### src/rtl/axi_lite_master_pkg.sv
// Shared types and constants for the AXI-Lite command master.
package axi_lite_master_pkg;

  localparam int ADDR_WIDTH_DEF = 8;
  localparam int DATA_WIDTH_DEF = 32;

  // Response codes returned on the local response port.
  localparam logic [3:0] RESP_OKAY    = 4'd3;
  localparam logic [3:0] RESP_TIMEOUT = 4'hF;

  typedef enum logic [2:0] {
    ST_IDLE    = 3'd0,
    ST_RD_ADDR = 3'd1,
    ST_RD_DATA = 3'd2,
    ST_WR_REQ  = 3'd3,
    ST_WR_RESP = 3'd4,
    ST_RSP     = 3'd5
  } state_t;

  // States in which the master waits on the slave and the watchdog runs.
  function automatic logic is_wait_state(input state_t s);
    return (s == ST_RD_ADDR) || (s == ST_RD_DATA) ||
           (s == ST_WR_REQ)  || (s == ST_WR_RESP);
  endfunction

endpackage

### src/rtl/axi_timeout_ctr.sv
// 8-bit watchdog counter: counts enabled cycles, flags the last allowed one.
module axi_timeout_ctr #(
  parameter int LIMIT = 16
) (
  input  logic i_clk,
  input  logic i_rst_n,
  input  logic i_clear,
  input  logic i_enable,
  output logic o_expired
);

  logic [7:0] r_cnt;

  // Count cycles spent in the current wait state; clear restarts the window.
  always_ff @(posedge i_clk or negedge i_rst_n) begin
    if (!i_rst_n) begin
      r_cnt <= '0;
    end else if (i_clear) begin
      r_cnt <= '0;
    end else if (i_enable) begin
      r_cnt <= r_cnt + 8'd1;
    end
  end

  // Asserted during the LIMIT-th cycle, so the state is left after LIMIT cycles.
  assign o_expired = i_enable && (r_cnt == 8'(LIMIT - 1));

endmodule

### src/rtl/axi_lite_master.sv
// Single-outstanding AXI-Lite master driven by a local command/response port.
module axi_lite_master
  import axi_lite_master_pkg::*;
#(
  parameter int ADDR_WIDTH     = ADDR_WIDTH_DEF,
  parameter int DATA_WIDTH     = DATA_WIDTH_DEF,
  parameter int TIMEOUT_CYCLES = 16
) (
  input  logic                  m_clk,
  input  logic                  rst,
  input  logic                  cmd_valid,
  output logic                  cmd_ready,
  input  logic                  cmd_write,
  input  logic [ADDR_WIDTH-1:0] cmd_addr,
  input  logic [DATA_WIDTH-1:0] cmd_wdata,
  output logic                  rsp_valid,
  input  logic                  rsp_ready,
  output logic [DATA_WIDTH-1:0] rsp_rdata,
  output logic [3:0]            rsp_resp,
  output logic [ADDR_WIDTH-1:0] read_address,
  output logic                  AR_VALID,
  input  logic                  AR_READY,
  input  logic [DATA_WIDTH-1:0] data_read,
  input  logic                  R_VALID,
  output logic                  R_READY,
  output logic [ADDR_WIDTH-1:0] write_address,
  output logic                  AW_VALID,
  input  logic                  AW_READY,
  output logic [DATA_WIDTH-1:0] write_data,
  output logic                  W_VALID,
  input  logic                  W_READY,
  input  logic                  B_VALID,
  input  logic [3:0]            BRESPONSE,
  output logic                  B_READY
);

  state_t                r_state;
  logic                  r_cmd_ready;
  logic                  r_rsp_valid;
  logic [DATA_WIDTH-1:0] r_rsp_rdata;
  logic [3:0]            r_rsp_resp;
  logic [ADDR_WIDTH-1:0] r_araddr;
  logic                  r_arvalid;
  logic                  r_rready;
  logic [ADDR_WIDTH-1:0] r_awaddr;
  logic                  r_awvalid;
  logic [DATA_WIDTH-1:0] r_wdata;
  logic                  r_wvalid;
  logic                  r_bready;
  logic                  r_aw_done;
  logic                  r_w_done;

  logic w_ar_hs;
  logic w_aw_hs;
  logic w_w_hs;
  logic w_wr_both;
  logic w_advance;
  logic w_tmo_en;
  logic w_tmo_clr;
  logic w_expired;
  logic w_abort;

  assign w_ar_hs   = r_arvalid && AR_READY;
  assign w_aw_hs   = r_awvalid && AW_READY;
  assign w_w_hs    = r_wvalid && W_READY;
  // Both write channels finished, counting handshakes landing this cycle.
  assign w_wr_both = (r_aw_done || w_aw_hs) && (r_w_done || w_w_hs);

  // The current wait state completes this cycle; completion beats a timeout.
  assign w_advance = ((r_state == ST_RD_ADDR) && w_ar_hs)   ||
                     ((r_state == ST_RD_DATA) && R_VALID)   ||
                     ((r_state == ST_WR_REQ)  && w_wr_both) ||
                     ((r_state == ST_WR_RESP) && B_VALID);

  assign w_tmo_en  = is_wait_state(r_state);
  assign w_tmo_clr = !w_tmo_en || w_advance;
  assign w_abort   = w_expired && !w_advance;

  axi_timeout_ctr #(
    .LIMIT (TIMEOUT_CYCLES)
  ) u_tmo (
    .i_clk     (m_clk),
    .i_rst_n   (rst),
    .i_clear   (w_tmo_clr),
    .i_enable  (w_tmo_en),
    .o_expired (w_expired)
  );

  // Transaction sequencer with all channel and response outputs registered.
  always_ff @(posedge m_clk or negedge rst) begin
    if (!rst) begin
      r_state     <= ST_IDLE;
      r_cmd_ready <= 1'b0;
      r_rsp_valid <= 1'b0;
      r_rsp_rdata <= '0;
      r_rsp_resp  <= '0;
      r_araddr    <= '0;
      r_arvalid   <= 1'b0;
      r_rready    <= 1'b0;
      r_awaddr    <= '0;
      r_awvalid   <= 1'b0;
      r_wdata     <= '0;
      r_wvalid    <= 1'b0;
      r_bready    <= 1'b0;
      r_aw_done   <= 1'b0;
      r_w_done    <= 1'b0;
    end else begin
      unique case (r_state)
        ST_IDLE: begin
          r_cmd_ready <= 1'b1;
          if (cmd_valid && r_cmd_ready) begin
            r_cmd_ready <= 1'b0;
            if (cmd_write) begin
              r_awaddr  <= cmd_addr;
              r_wdata   <= cmd_wdata;
              r_awvalid <= 1'b1;
              r_wvalid  <= 1'b1;
              r_aw_done <= 1'b0;
              r_w_done  <= 1'b0;
              r_state   <= ST_WR_REQ;
            end else begin
              r_araddr  <= cmd_addr;
              r_arvalid <= 1'b1;
              r_state   <= ST_RD_ADDR;
            end
          end
        end
        ST_RD_ADDR: begin
          if (w_ar_hs) begin
            r_arvalid <= 1'b0;
            r_rready  <= 1'b1;
            r_state   <= ST_RD_DATA;
          end
        end
        ST_RD_DATA: begin
          if (R_VALID) begin
            r_rready    <= 1'b0;
            r_rsp_rdata <= data_read;
            r_rsp_resp  <= RESP_OKAY;
            r_rsp_valid <= 1'b1;
            r_state     <= ST_RSP;
          end
        end
        ST_WR_REQ: begin
          if (w_aw_hs) begin
            r_awvalid <= 1'b0;
            r_aw_done <= 1'b1;
          end
          if (w_w_hs) begin
            r_wvalid <= 1'b0;
            r_w_done <= 1'b1;
          end
          if (w_wr_both) begin
            r_bready <= 1'b1;
            r_state  <= ST_WR_RESP;
          end
        end
        ST_WR_RESP: begin
          if (B_VALID) begin
            r_bready    <= 1'b0;
            r_rsp_rdata <= '0;
            r_rsp_resp  <= BRESPONSE;
            r_rsp_valid <= 1'b1;
            r_state     <= ST_RSP;
          end
        end
        ST_RSP: begin
          if (rsp_ready) begin
            r_rsp_valid <= 1'b0;
            r_cmd_ready <= 1'b1;
            r_state     <= ST_IDLE;
          end
        end
        default: r_state <= ST_IDLE;
      endcase

      // Watchdog abort overrides the state's own updates.
      if (w_abort) begin
        r_arvalid   <= 1'b0;
        r_rready    <= 1'b0;
        r_awvalid   <= 1'b0;
        r_wvalid    <= 1'b0;
        r_bready    <= 1'b0;
        r_rsp_rdata <= '0;
        r_rsp_resp  <= RESP_TIMEOUT;
        r_rsp_valid <= 1'b1;
        r_state     <= ST_RSP;
      end
    end
  end

  assign cmd_ready     = r_cmd_ready;
  assign rsp_valid     = r_rsp_valid;
  assign rsp_rdata     = r_rsp_rdata;
  assign rsp_resp      = r_rsp_resp;
  assign read_address  = r_araddr;
  assign AR_VALID      = r_arvalid;
  assign R_READY       = r_rready;
  assign write_address = r_awaddr;
  assign AW_VALID      = r_awvalid;
  assign write_data    = r_wdata;
  assign W_VALID       = r_wvalid;
  assign B_READY       = r_bready;

endmodule

### config.mk
export PLATFORM = sky130hd
export DESIGN_NAME = axi_lite_master
export DESIGN_NICKNAME = d
export VERILOG_FILES = /design/src/rtl/axi_lite_master_pkg.sv /design/src/rtl/axi_timeout_ctr.sv /design/src/rtl/axi_lite_master.sv
export SDC_FILE = /design/constraint.sdc
export NUM_CORES = 1
export LEC_CHECK = 0
export ABC_CLOCK_PERIOD_IN_PS = 1780
export BUFFER_PORTS_ARGS = -buffer_cell sky130_fd_sc_hd__buf_2
export CAP_MARGIN = 40
export CORE_AREA = 3 3 103 105
export DETAILED_ROUTE_END_ITERATION = 10
export DIE_AREA = 0 0 106 108
export HOLD_SLACK_MARGIN = 0.06
export PLACE_DENSITY = 0.78
export SYNTH_ARGS = -nofsm -noshare
export SYNTH_HDL_FRONTEND = slang
export SYNTH_SLANG_ARGS = --single-unit
### constraint.sdc
create_clock -name m_clk -period 1.78 [get_ports m_clk]
set_input_delay 0.267 -clock m_clk [delete_from_list [all_inputs] [get_ports m_clk]]
set_output_delay 0.267 -clock m_clk [all_outputs]
set_load 0.005 [all_outputs]
==> run_results.csv <==
group,metric,value,unit
run_status,status,"completed",
final_layout,multi_input_area,1480,um2
drt,drt_first_iter_violations,167,
floorplan,io_pins,177,
power_and_ir_drop,cellLeakagePower,2.83,nW
logic_synthesis,synth.distinct_cells,42,
drt,wl_per_cell,15.6,um
logic_synthesis,async_flop_share,100,%
logic_synthesis,ys_seq_elements,104,
logic_synthesis,synthTopCellsByArea,"dfrtp_1 62%, mux2_2 13%, a22o_1 6.7%",
final_layout,synthToLayoutAreaGrowth,33.7,%
timing,max_freq,0.583,GHz
timing,layout_min_cycle_time,1720,ps
floorplan,rows,36,
flow_run,drv_cap,0,
logic_synthesis,synth_compound_area_share,12.5,%
setup_path,crit_chain,"a21oi_1, or4_4, a31oi_4, buf_12, a22o_1",
setup_path,required,2070,ps
logic_synthesis,synth_flop_cell,"dfrtp_1",
setup_path,cp_top_family,"simple AND/OR/NAND/NOR gates",
logic_synthesis,syn_area,4200,um2
final_layout,final_nets,588,
final_layout,fillerInstances,817,
timing,hold_viol,0,
logic_synthesis,syn_nets,395,
logic_synthesis,synth_edf_count,0,
setup_path,critPathBufInv,1,
power_and_ir_drop,clockPowerShare,17.5,%
clock_tree,clock_path_buffers,2,
placement,place_hpwl,7400,um
placement,placed_area,5370,um2
timing,period_share,96.4,%
drt,maxUsedRoutingLayer,"met4",
global_routing,overflow,0,
drt,via_count,3254,
power_and_ir_drop,internal-power,6.19,mW
floorplan,dieArea,11400,um2
placement,gp_congestion,0.896,
clock_tree,clk_pin_slew_worst_paths,100,ps
logic_synthesis,synth.avg_cell_area,13.6,um2
clock_tree,insertion_delay,360,ps
clock_tree,cts_made_buffers,9,
global_routing,antenna_found_initial,0,
timing,max-slew-margin-rel,78.3,%
logic_synthesis,synthMuxAreaShare,12.9,%
logic_synthesis,synth_fa_ha_area_share,0.298,%
final_layout,diodes,0,
drt,met3WireLength,914,um
hold_path,hold_class,"in2reg",
timing,setup_tns,0,ps
clock_tree,root_buffer,"clkbuf_8",
timing,drv_slew,0,
drt,first_pass_iters,4,
timing,setup_viol,0,
setup_path,crit_type,"reg2reg",
power_and_ir_drop,power_switching,2.98,mW
setup_path,start_kind,"register",
logic_synthesis,ys.warnings.count,0,
logic_synthesis,yosysTopAreaCellShare,62.0,%
power_and_ir_drop,pwr_density_cell,1630,nW/um2
drt,via_per_inst,5.09,
logic_synthesis,yosys.area.top_type,"dfrtp_1",
final_layout,drive_above_1_share,54.3,%
global_routing,grt_max_degree,52,
logic_synthesis,syn_inst,308,
final_layout,postLayoutCellArea,5610,um2
drt,m1WireLength,4060,um
floorplan,initial_core_util,43.1,%
logic_synthesis,synth-simple-area-share,7.93,%
logic_synthesis,synth-xor-area-share,1.46,%
placement,dp_slack,65.5,ps
floorplan,core,9730,um2
drt,drt_wl_total,9960,um
drt,drtAntennaViolNets,0,
placement,io_buffers,176,
logic_synthesis,yosysSeqAreaShare,62.0,%
clock_tree,cts_tree,"done",
timing,rsz0062_at_grt,"no",
setup_path,max_stage_delay,570,ps
timing,clock_skew,11.5,ps
power_and_ir_drop,irDropWorstVdd,0.000778,V
timing,setup_slack,64.7,ps
power_and_ir_drop,p_comb_share,38.5,%
drt,dr_wl_met2,4860,um
floorplan,die_w,106,um
setup_path,end_kind,"register",
logic_synthesis,synth_top_family_by_area,"multiplexers",
global_routing,grt_pass1_wl,16000,um
floorplan,die_h,108,um
clock_tree,clock_sinks,104,
power_and_ir_drop,swShare,32.5,%
global_routing,grtUsageTotal,17.3,%
setup_path,cp_max_fo,32,
power_and_ir_drop,seq_power_share,44.0,%
clock_tree,htree_num_levels,3,
final_layout,final_cell_mix,"175 x buf_2, 101 x dfrtp_1, 48 x mux2_2",
drt,drc,0,
final_layout,regArea,2610,um2
global_routing,grt_pass1_vias,3333,
setup_path,arrival,2010,ps
setup_path,slowest_stage,"or4_4",
timing,worst_pin_slew,325,ps
final_layout,layout_commonest_cell,"buf_2",
[logic make-up (layout without fill, tap and decap cells)]
kind of cell | Yosys count | in the layout
and+or+nand+nor | 59 | 59
buffers and inverters | 19 | 217
DFF | 104 | 104
adders and majority gates | 1 | 1
xor gates and xnor gates | 7 | 7
muxes | 48 | 48
AOI/OAI and AO/OA | 70 | 70
[power by group through the flow]
stage,Combinational [mW],Sequential [mW],Clock (mW)
finish,3.53,4.04,1.60
global route,3.91,4.17,1.76
CTS,3.57,4.04,1.66
detailed placement,3.56,4.08,0
global placement,3.43,4.02,0
floorplan,1.82,4.08,0
[worst paths after layout]
path,end,start,slack [ps],depth (start not counted)
min in group asynchronous,rsp_rdata[10]$_DFFE_PN0P_,rst,280,2
setup reg to reg,rsp_rdata[15]$_DFFE_PN0P_,W_VALID$_DFFE_PN0P_,60,5
setup / recovery,rsp_rdata[15]$_DFFE_PN0P_,W_VALID$_DFFE_PN0P_,60,5
max in group asynchronous,r_state[0]$_DFFE_PN0P_,rst,1010,3
hold / removal,write_data[25]$_DFFE_PN0P_,cmd_wdata[25],130,2
hold reg to reg,u_tmo.r_cnt[0]$_DFFE_PN0P_,u_tmo.r_cnt[0]$_DFFE_PN0P_,470,1
[sequential cells by signal, indices dropped and copies added (netlist names)]
signal	count
cmd_ready	1
r_w_done	1
AR_VALID	1
R_READY	1
AW_VALID	1
B_READY	1
write_address	8
W_VALID	1
read_address	8
rsp_rdata	32
r_state	3
write_data	32
rsp_resp	4
u_tmo.r_cnt	8
r_aw_done	1
rsp_valid	1
[layout make-up]
cell class                      count  share of cell area [%]
Sequential cell                   104                    46.4
Multi-Input combinational cell    185                    26.4
Timing Repair Buffer              198                    20.1
Tap cell                          133                    2.96
Clock buffer                       10                    2.27
Clock inverter                      6                    1.60
Inverter                            3                   0.245
[stage by stage]
| step | instances | util, % | hold WS [ps] | power (mW) |
|---|---|---|---|---|
| after floorplan | 308 | - | -28.6 | 5.90 |
| after global placement | 622 | 55.2 | 110 | 7.45 |
| after detailed placement | 622 | 55.2 | 110 | 7.64 |
| after CTS | 639 | 57.6 | 110 | 9.27 |
| after global routing | 639 | 57.7 | 97.9 | 9.84 |
| final | 639 | 57.7 | 130 | 9.17 |
[cells in the mapped netlist (2+ instances only)]
master	n
xor2_1	3
nor3_1	5
nor2_1	22
nand2_1	10
a22o_1	32
a311o_1	2
buf_2	8
a31oi_1	2
mux2_2	48
o21ai_0	4
xnor2_1	4
a21oi_1	21
dfrtp_1	104
nand3b_1	2
inv_1	2
nor3b_1	2
clkbuf_1	2
buf_6	5
nand3_1	6
a21o_1	2
[repair_timing]
| item | in CTS | in global routing |
|---|---|---|
| hold buffers | 1 | 0 |
| buffers inserted | 0 | 0 |
| setup endpoints to repair | 0 | 35 |
| endpoints found under the hold margin | 104 | 0 |
| resized for setup | 0 | 5 |
[per-layer routing]
metal / global-route usage, % / vias to the layer above
met3: 6.39 / 11
met2: 28.8 / 148
met5: 0 / -
met4: 4.63 / 0
li1: - / 1503
met1: 21.6 / 1592
(Power assumes the default switching activity.)
